[config.mk]
export PLATFORM = sky130hd
export DESIGN_NAME = count_enable_debouncer
export DESIGN_NICKNAME = d
export VERILOG_FILES = /design/src/rtl/count_enable_debouncer.sv
export SDC_FILE = /design/constraint.sdc
export NUM_CORES = 1
export LEC_CHECK = 0
export CORE_AREA = 2 2 39 41
export DETAILED_ROUTE_END_ITERATION = 8
export DIE_AREA = 0 0 41 43
export PLACE_DENSITY = 0.57
export SYNTH_ARGS = -nofsm -noshare
export SYNTH_HDL_FRONTEND = slang
export SYNTH_SLANG_ARGS = --single-unit
export TNS_END_PERCENT = 1
[constraint.sdc]
create_clock -name clk -period 1.2 [get_ports clk]
set_clock_uncertainty 0.2 [all_clocks]
set_input_delay 0.24 -clock clk [delete_from_list [all_inputs] [get_ports clk]]
set_output_delay 0.24 -clock clk [all_outputs]
set_load 0.01 [all_outputs]
[src/rtl/count_enable_debouncer.sv]
// Synchronises and debounces a raw switch, driving the ripple counter's toggle-enable
// as a level or one pulse per press. Optional auto-repeat in pulse mode: AUTO_REPEAT_EN.
module count_enable_debouncer #(
  parameter int DB_CYCLES     = 4,
  parameter int DB_W          = 3,
  parameter int REPEAT_CYCLES = 8
) (
  input  logic clk,
  input  logic reset,
  input  logic sw_in,
  input  logic mode,
  output logic x,
  output logic level,
  output logic busy
);

  localparam logic [1:0] IDLE_LOW   = 2'd0;
  localparam logic [1:0] CHECK_HIGH = 2'd1;
  localparam logic [1:0] IDLE_HIGH  = 2'd2;
  localparam logic [1:0] CHECK_LOW  = 2'd3;

  localparam logic [DB_W-1:0] CNT_ZERO = {DB_W{1'b0}};
  localparam logic [DB_W-1:0] CNT_ONE  = DB_W'(1'b1);
  localparam logic [DB_W-1:0] CNT_LAST = DB_W'(DB_CYCLES - 1);

  logic            sync1_r;
  logic            sync2_r;
  logic [1:0]      state_r;
  logic [DB_W-1:0] cnt_r;
  logic            level_r;
  logic            x_r;
  logic            busy_r;

  logic [1:0]      state_next_s;
  logic [DB_W-1:0] cnt_next_s;
  logic            level_next_s;
  logic            rise_s;
  logic            rep_pulse_s;
  logic            x_next_s;

  assign x     = x_r;
  assign level = level_r;
  assign busy  = busy_r;

  // Two-flop synchroniser for the asynchronous switch input.
  always_ff @(posedge clk or negedge reset) begin
    if (!reset) begin
      sync1_r <= 1'b0;
      sync2_r <= 1'b0;
    end else begin
      sync1_r <= sw_in;
      sync2_r <= sync1_r;
    end
  end

  // Debounce FSM next-state: a change is accepted after DB_CYCLES matching samples.
  always_comb begin
    state_next_s = state_r;
    cnt_next_s   = cnt_r;
    level_next_s = level_r;
    rise_s       = 1'b0;
    case (state_r)
      IDLE_LOW: begin
        if (sync2_r) begin
          if (DB_CYCLES == 1) begin
            state_next_s = IDLE_HIGH;
            cnt_next_s   = CNT_ZERO;
            level_next_s = 1'b1;
            rise_s       = 1'b1;
          end else begin
            state_next_s = CHECK_HIGH;
            cnt_next_s   = CNT_ONE;
          end
        end else begin
          cnt_next_s = CNT_ZERO;
        end
      end
      CHECK_HIGH: begin
        if (!sync2_r) begin
          state_next_s = IDLE_LOW;
          cnt_next_s   = CNT_ZERO;
        end else if (cnt_r == CNT_LAST) begin
          state_next_s = IDLE_HIGH;
          cnt_next_s   = CNT_ZERO;
          level_next_s = 1'b1;
          rise_s       = 1'b1;
        end else begin
          cnt_next_s = cnt_r + CNT_ONE;
        end
      end
      IDLE_HIGH: begin
        if (!sync2_r) begin
          if (DB_CYCLES == 1) begin
            state_next_s = IDLE_LOW;
            cnt_next_s   = CNT_ZERO;
            level_next_s = 1'b0;
          end else begin
            state_next_s = CHECK_LOW;
            cnt_next_s   = CNT_ONE;
          end
        end else begin
          cnt_next_s = CNT_ZERO;
        end
      end
      CHECK_LOW: begin
        if (sync2_r) begin
          state_next_s = IDLE_HIGH;
          cnt_next_s   = CNT_ZERO;
        end else if (cnt_r == CNT_LAST) begin
          state_next_s = IDLE_LOW;
          cnt_next_s   = CNT_ZERO;
          level_next_s = 1'b0;
        end else begin
          cnt_next_s = cnt_r + CNT_ONE;
        end
      end
      default: begin
        state_next_s = IDLE_LOW;
        cnt_next_s   = CNT_ZERO;
        level_next_s = 1'b0;
      end
    endcase
  end

`ifdef AUTO_REPEAT_EN
  localparam logic [7:0] REP_LAST = 8'(REPEAT_CYCLES - 1);

  logic [7:0] rep_r;
  logic [7:0] rep_next_s;

  // Repeat timer runs while the accepted level is high; it never fires on the falling accept.
  always_comb begin
    rep_next_s  = rep_r;
    rep_pulse_s = 1'b0;
    if (rise_s) begin
      rep_next_s = 8'd0;
    end else if ((state_r == IDLE_HIGH) || (state_r == CHECK_LOW)) begin
      if (rep_r == REP_LAST) begin
        rep_next_s  = 8'd0;
        rep_pulse_s = level_next_s;
      end else begin
        rep_next_s = rep_r + 8'd1;
      end
    end else begin
      rep_next_s = rep_r;
    end
  end

  // Repeat timer register.
  always_ff @(posedge clk or negedge reset) begin
    if (!reset) begin
      rep_r <= 8'd0;
    end else begin
      rep_r <= rep_next_s;
    end
  end
`else
  assign rep_pulse_s = 1'b0;
`endif

  // Output select: level follows the debounced state, pulse mode emits on rise (and repeat).
  always_comb begin
    if (mode) begin
      x_next_s = rise_s | rep_pulse_s;
    end else begin
      x_next_s = level_next_s;
    end
  end

  // FSM and registered outputs.
  always_ff @(posedge clk or negedge reset) begin
    if (!reset) begin
      state_r <= IDLE_LOW;
      cnt_r   <= CNT_ZERO;
      level_r <= 1'b0;
      x_r     <= 1'b0;
      busy_r  <= 1'b0;
    end else begin
      state_r <= state_next_s;
      cnt_r   <= cnt_next_s;
      level_r <= level_next_s;
      x_r     <= x_next_s;
      busy_r  <= (state_next_s == CHECK_HIGH) || (state_next_s == CHECK_LOW);
    end
  end

endmodule
==> impl_metrics.yaml, run 1 <==
timing:
  drv_slew: 0
  tightest_slew_ps: 285
  min_period_over_period: 1.06
  rsz0062_at_grt: "yes"
  setup_viol: 7
  max_freq_mhz: 786
  fin_crit_ps: 1270
  layout_setup_ws_ps: -72.0
  relSlewSlack: 0.810
  finalHoldViolCount: 0
setup_path:
  critical_path.cell_chain: "ha_2, and4b_1, a21o_2"
  crit_fanout: 3
  timing.critical_path.buf_inv: 0
  crit_family: "flip-flops"
  cp.required_ps: 1150
  timing.rr.start: "cnt_r[0]"
  crit_path_start_kind: "flip-flop"
  crit_path_max_incr_delay_ps: 380
  critPathKind: "reg -> reg"
  endpoint_kind: "flip-flop"
  ff2ff_path_depth: 3
  cp.depth: 3
  r2r_slack_ps: -70
  startpoint: "cnt_r[0]"
  worstPathArrival_ps: 1220
  crit_slowest_cell: "dfrtp_1"
  r2r-end: "state_r[1]"
  cp-endpoint: "state_r[1]"
floorplan:
  initial_utilization: 0.269
  num_rows: 14
  die_w_um: 41
  dieHeight_um: 43
  io_pins: 7
  dieArea_um2: 1760
  core_region_area_um2: 1380
detailed_routing:
  final_antenna_net_count: 0
  wl_per_cell_um: 10.1
  drt-total-wl_um: 577
  via_per_inst: 4.35
  drtPass1Iterations: 2
  drc_errors: 0
  first_iter_violations: 2
  vias: 248
final_layout:
  area_growth_pct: 39.4
  drive_gt1_frac: 0.390
  nets: 47
  final_area_um2: 518
  antenna_cells: 0
pwr:
  p_leak_nw: 0.242
  ir_drop_v: 0.000646
  powerDensity_nw_per_um2: 2000
  finalPower_mw: 1.04
flow_run:
  drv_cap: 0
yosys:
  ys_seq_elements: 10
  synth_area_leaders: "dfrtp_1, and4b_1, o21ai_0"
  synth-seq-area-share: 0.673
  ys_warn_count: 0
  synthesis.area_um2: 372
  synth_top_area_cell: "dfrtp_1"
  muxShareOfSynthArea: 0
  synthAdderAreaFrac: 0.0337
  synthCells: 27
  synth_cell_types: 12
  synth.net_count: 32
  synth-simple-area-share: 0.172
  syn_area_per_cell_um2: 13.8
  synth-xor-area-share: 0.0236
  yosysTopAreaCellShare: 0.673
  synth_top_family_by_area: "simple AND/OR/NAND/NOR gates"
  synth_compound_area_frac: 0.0976
cts:
  cts_tree: "yes"
  cts_sinks: 10
  clk_latency_ps: 260
  cts_root_buf: "clkbuf_4"
  clk_pin_slew_ps: 60
  cts_max_path_buffers: 2
  cts_buffers: 3
  cts-htree-levels: 1
  ctsHoldBuffers: 0
status:
  violations: "setup timing"
  outcome: "complete, but fails checks"
place:
  port-buffer-count: 6
  placed_cell_area_um2: 482
  gp_congestion: 0.765
grt:
  grt_max_degree: 11
  grt_usage: 0.0946
  grt_pass1_vias: 247
  grt_pass1_wl_um: 1040
  antenna_found_initial: 0
  grt_overflow: 0
hold_path:
  min_path_type: "in -> async"
[sequential cells by signal, indices dropped and copies added, names as in the netlist]
register	count
cnt_r	3
sync2_r	1
busy	1
state_r	2
level	1
sync1_r	1
x	1
[per-layer routing]
layer  global-route usage  vias up  wire length, um
met1                0.111      118              261
met5                    0        -                0
met4               0.0800        0                0
li1                     -      124                -
met2                0.122        6              272
met3               0.0471        0               43
[how the worst min path moves through the flow]
stage / startpoint / end / slack, ps / cells after the start
5_1_grt: reset / level / 100 / 2
4_1_cts: reset / busy / 100 / 2
6_report: reset / x / 100 / 2
3_3_place_gp: sync1_r / sync2_r / 130 / 0
2_1_floorplan: reset / busy / -260 / 0
3_5_place_dp: sync1_r / sync2_r / 130 / 0
[Yosys cell counts]
master / instances
ha_1: 1
o21ai_0: 4
and2_2: 2
xor2_1: 1
and4b_1: 2
a21o_2: 1
nor2b_1: 1
nor2_1: 2
a21boi_1: 1
and3_2: 1
nand3b_1: 1
dfrtp_1: 10
[power by group]
group          switching (mW)  leakage (nW)  total [mW]  internal [mW]
logic                  0.0980         0.103       0.256          0.158
registers              0.0594         0.119       0.488          0.428
clock network           0.109        0.0210       0.292          0.184
total                   0.266         0.242        1.04          0.771
[cell usage in the layout (no fill, tap or decap)]
| cell | count |
|---|---|
| a21boi_1 | 1 |
| clkdlybuf4s50_1 | 3 |
| nand3b_1 | 1 |
| a21o_2 | 1 |
| clkbuf_4 | 3 |
| buf_12 | 1 |
| ha_2 | 1 |
| buf_4 | 3 |
| nor2b_1 | 1 |
| clkbuf_8 | 1 |
| buf_2 | 3 |
| o21ai_0 | 1 |
| dfrtp_1 | 10 |
| and4b_1 | 2 |
| and2_2 | 2 |
| nor2_1 | 2 |
| xor2_1 | 1 |
| and3_2 | 1 |
| o21ai_1 | 3 |
[kinds of logic after synthesis]
kind of cell    Yosys count
simple gates              9
compound gates            6
flops                    10
xor+xnor                  1
fa+ha+maj                 1
[cell type report]
class                           instances  area (um2)
Fill cell                             129         866
Sequential cell                        10         250
Clock buffer                            4        36.3
Tap cell                               16        20.0
Timing Repair Buffer                   10        87.6
Multi-Input combinational cell         17         124
[per-stage QoR]
| step | setup slack [ps] | cells | TNS, ps | hold slack, ps | util |
|---|---|---|---|---|---|
| floorplan | -8.24 | 27 | -8.24 | -256 | - |
| detailed placement | -89.2 | 51 | -459 | 135 | 0.348 |
| CTS | -73.7 | 56 | -320 | 99.6 | 0.369 |
| global route | -148 | 57 | -970 | 98.9 | 0.374 |
| global placement | -89.1 | 51 | -307 | 133 | 0.348 |
| finish | -72.0 | 57 | -252 | 103 | 0.374 |
[timing repair]
action / in CTS / in global routing
resized for setup: 15 / 0
setup endpoints to repair: 10 / 11
buffers inserted: 1 / 1
pin swaps: 2 / 1
Power figures use the tool's default switching activity.
==> inputs of run 2 (changes only) <==
RECOVER_POWER = 100   (was default)
==> impl_metrics.yaml, run 2 (same netlist as run 1, synthesis figures left out) <==
final_layout:
  regMostFlops: "cnt_r"
  layout_common_cells: "dfrtp_1, o21ai_1, clkbuf_4, buf_2, buf_4"
  final_common_cell: "dfrtp_1"
  instances_no_fill: 57
  nets: 47
  reg.largest.list: "cnt_r (3), state_r (2)"
  area_growth_pct: 35.0
  final_area_um2: 502
  largest_reg_flops: 3
  drive_gt1_frac: 0.366
  antenna_cells: 0
timing:
  finalSetupTns_ps: -248
  fin_crit_ps: 1270
  drv_slew: 0
  finalHoldViolCount: 0
  rsz0062_at_grt: "yes"
  layout_setup_ws_ps: -71.2
  setup_viol: 7
  min_period_over_period: 1.06
  max_freq_mhz: 787
  relSlewSlack: 0.657
  tightest_slew_ps: 514
floorplan:
  num_rows: 14
  core_region_area_um2: 1380
  initial_utilization: 0.269
  io_pins: 7
  dieArea_um2: 1760
  dieHeight_um: 43
  die_w_um: 41
status:
  outcome: "complete, but fails checks"
  violations: "setup timing"
pwr:
  pwr-share-clk: 0.284
  powerDensity_nw_per_um2: 2050
  internal-power_mw: 0.764
  seq_power_share: 0.474
  finalPower_mw: 1.03
  sw_frac_of_total: 0.257
  p_leak_nw: 0.234
  ir_drop_v: 0.000632
  p_comb_frac: 0.242
  p_sw_mw: 0.265
detailed_routing:
  drc_errors: 0
  drt-total-wl_um: 574
  vias: 247
  first_iter_violations: 2
  wl_per_cell_um: 10.1
  via_per_inst: 4.33
  drtPass1Iterations: 2
  final_antenna_net_count: 0
cts:
  cts_tree: "yes"
  cts_max_path_buffers: 2
  clk_latency_ps: 260
  cts_root_buf: "clkbuf_4"
  cts_sinks: 10
  cts-htree-levels: 1
  ctsHoldBuffers: 0
  cts_buffers: 3
  clk_pin_slew_ps: 60
setup_path:
  cp.required_ps: 1150
  critPathKind: "reg -> reg"
  crit_path_max_incr_delay_ps: 380
  crit_slowest_cell: "dfrtp_1"
  crit_path_start_kind: "flip-flop"
  cp.depth: 3
  ff2ff_path_depth: 3
  crit_fanout: 3
  critical_path.cell_chain: "ha_2, and4b_1, a21o_2"
  crit_family: "flip-flops"
  timing.critical_path.buf_inv: 0
  endpoint_kind: "flip-flop"
  worstPathArrival_ps: 1220
place:
  placed_cell_area_um2: 482
  dpl.cell_count: 51
  port-buffer-count: 6
  gp_congestion: 0.765
grt:
  grt_pass1_vias: 247
  grt_overflow: 0
  antenna_found_initial: 0
  grt_usage: 0.0946
  grt_pass1_wl_um: 1040
  grt_max_degree: 11
hold_path:
  hold_path_depth: 0
  min_path_type: "reg -> reg"
flow_run:
  drv_cap: 0
[run 2: layer usage]
| layer | global-route usage | part of all wire |
|---|---|---|
| met4 | 0.0800 | 0 |
| met5 | 0 | 0 |
| met3 | 0.0471 | 0.075 |
| met1 | 0.111 | 0.43 |
| met2 | 0.122 | 0.49 |
[run 2: power groups by stage]
stage | combinational, mW | clock, mW | sequential [mW]
after floorplan | 0.125 | 0 | 0.494
after global placement | 0.226 | 0 | 0.487
after detailed placement | 0.236 | 0 | 0.496
after CTS | 0.240 | 0.309 | 0.489
after global routing | 0.278 | 0.333 | 0.497
final | 0.249 | 0.292 | 0.488
[run 2: per-stage QoR]
step	setup WS, ps	util	hold WS (ps)
5_1_grt	-148	0.363	176
6_report	-71.2	0.363	148
4_1_cts	-73.7	0.369	99.6
3_5_place_dp	-89.2	0.348	135
2_1_floorplan	-8.24	-	-256
3_3_place_gp	-89.1	0.348	133
[run 2: what timing repair did]
| action | in CTS | in global routing |
|---|---|---|
| buffers inserted | 1 | 1 |
| pin swaps | 2 | 1 |
| resized for setup | 15 | 0 |
| endpoints found under the setup margin | 10 | 11 |
[run 2: final cells by class]
type	instances	area (um2)
clock buffer	4	36.3
fill	132	882
multi-input combinational	17	124
sequential	10	250
tap	16	20.0
timing repair buffer	10	71.3
[run 2: worst reg2reg max path: stages (launching register included)]
cell	delay, ps
dfrtp_1	380
ha_2	200
and4b_1	200
a21o_2	190
[run 2: final timing paths]
kind	start	slack (ps)	to
hold reg to reg	sync1_r	150	sync2_r
setup reg to reg	cnt_r[0]	-70	state_r[1]
min in group asynchronous	reset	200	x
hold / removal	sync1_r	150	sync2_r
max in group asynchronous	reset	260	cnt_r[1]
setup / recovery	cnt_r[0]	-70	state_r[1]
==> RTL change, RTL diff (settings of run 1) <==
Register the output `level` once more, without a reset; this adds one clock of latency there. The other outputs are not delayed to match.
--- a/src/rtl/count_enable_debouncer.sv
+++ b/src/rtl/count_enable_debouncer.sv
@@ -41,3 +41,5 @@
   assign x     = x_r;
-  assign level = level_r;
+  always_ff @(posedge clk) begin
+    level <= level_r;
+  end
   assign busy  = busy_r;
Formal check against the unedited RTL: not equivalent (a bounded check fails within 10 cycles, from zero or initial values and one cycle with reset low).
==> RTL change against run 1 <==
Critical path type unchanged; non-clock buffer count fell by 2; sequential share of layout area is 3.1 points higher; global-route usage decreased by 0.36 points; area after synthesis grew 5.4%; critical path depth is the same; fmax grew 1.1%; sequential cell count up 1; worst setup slack improved by 0.014 ns; the flow still finishes with violations (setup timing); design area rose by 1.4%; largest cell class unchanged; combinational power grew 5%; wire length stayed put; total power is 0.18% lower.
==> RTL change: results (changes against run 1) <==
| Metric | Value |
|---|---|
| Synth unique cells | 13 (+1) |
| Ranking of synthesized cells by area | dfrtp_1 64%, and4b_1 5.1%, dfxtp_1 5.1% |
| WL/cell | 10.3 µm (+1.8%) |
| Clk root buf | clkbuf_4 |
| Placed Instance Area | 494 µm² (+2.6%) |
| Clk buf depth | 2 (unchanged) |
| Biggest regs | cnt_r x3, state_r x2 |
| GR Util met1 | 0.0956 (-0.0152) |
| TritonRoute pass-1 iters | 2 (unchanged) |
| Initial antenna violation count | 0 (unchanged) |
| Layout Nets | 46 (-2.1%) |
| CTS Buf Count | 3 (unchanged) |
| Endpoints failing setup | 6 (-1) |
| Worst-Skew Late Latency | 0.27 ns |
| Top_reg_cell synth | dfrtp_1 |
| Async S/R FF share, synth | 0.909 (-0.0909) |
| Critical Path AT | 1.22 ns (about the same) |
| Final worst slack | -0.0584 ns (+0.0136 ns) |
| M3 GR Usage | 0.0524 (+0.00524) |
| Fraction of layout cells with a size suffix above 1 | 0.325 (-0.0652) |
| Worst slew pin tran | 0.281 ns (-0.00348 ns) |
| Largest net degree at the start of global routing | 11 (unchanged) |
| Sw frac | 0.265 (+0.00896) |
| Leakage | 0.000239 µW (-1.2%) |
| Hold Path Class | input pin to async pin |
| Violated checks | setup timing |
| I/O Buffers | 6 (unchanged) |
| Worst ir drop on vdd | 0.822 mV (+27%) |
| Via count | 248 (unchanged) |
| H-tree levels | 1 (unchanged) |
| Sequential area share after synthesis | 0.690 (+0.0167) |
| Final Wtd Congestion | 0.734 (-4.0%) |
| First-pass GRT wire length | 966 µm (-6.7%) |
| Syn Nets | 33 (+3.1%) |
| Max FFs per register | 3 (unchanged) |
| DR iter-0 viols | 2 (unchanged) |
| Clk slew on worst S/H paths | 0.06 ns (about the same) |
| YS warnings | 0 (unchanged) |
| Outcome | finished with violations |
| GRT Total Usage | 0.0910 (-0.00361) |
| Diodes inserted | 0 (unchanged) |
-- RTL change: changes by cell type in the layout (fill, tap and decap cells not counted), sizes merged --
| cell | run 1 | this run |
|---|---|---|
| buf | 7 | 5 |
| dfxtp | 0 | 1 |
-- RTL change: logic make-up after synthesis --
group	Yosys count	share of synthesized area
DFF	11	0.690
xor gates and xnor gates	1	0.0224
and+or+nand+nor	9	0.163
adders and majority gates	1	0.0319
AOI/OAI and AO/OA	6	0.0927
-- RTL change: final cells by class --
type                    count  area (µm²)
fillers                   137         858
flip-flops and latches     11         270
multi-input cells          17         124
repair buffers              8        85.1
clock buffers               4        26.3
well taps                  16        20.0
-- RTL change: metrics by stage --
step | cells | utilization | worst slack (ns) | setup TNS [ns]
detailed placement | 51 | 0.357 | -0.0764 | -0.395
global route | 56 | 0.380 | -0.142 | -0.860
global placement | 51 | 0.357 | -0.0636 | -0.288
CTS | 56 | 0.371 | -0.0630 | -0.234
floorplan | 28 | - | -0.00824 | -0.00824
finish | 56 | 0.380 | -0.0584 | -0.134
-- RTL change: worst paths after layout --
kind | to | cells after the start | slack, ns | startpoint
worst max-delay path | state_r[1]$_DFF_PN0_ | 3 | -0.06 | cnt_r[0]$_DFF_PN0_
worst min-delay path | x$_DFF_PN0_ | 2 | 0.08 | reset
worst max register to register | state_r[1]$_DFF_PN0_ | 3 | -0.06 | cnt_r[0]$_DFF_PN0_
worst min register to register | sync2_r$_DFF_PN0_ | 0 | 0.15 | sync1_r$_DFF_PN0_
max in group asynchronous | level_r$_DFF_PN0_ | 2 | 0.61 | reset
min in group clk | sync2_r$_DFF_PN0_ | 0 | 0.15 | sync1_r$_DFF_PN0_
-- RTL change: power groups by stage --
stage / registers [µW] / clock network, µW / logic [µW]
after floorplan: 529 / 0 / 125
after detailed placement: 528 / 0 / 239
after global routing: 534 / 271 / 305
final: 523 / 244 / 268
after global placement: 522 / 0 / 226
after CTS: 518 / 258 / 245
-- RTL change: per-layer routing --
layer | wire, µm | up-vias
met4 | 20 | 0
met1 | 218 | 115
met2 | 284 | 9
met3 | 54 | 3
met5 | 0 | -
li1 | - | 121
-- RTL change: timing repair --
action / CTS / global route
pin swaps: 1 / 0
hold buffers: 0 / 0
resized for setup: 15 / 3
setup endpoints to repair: 8 / 10
setup buffers: 1 / 0
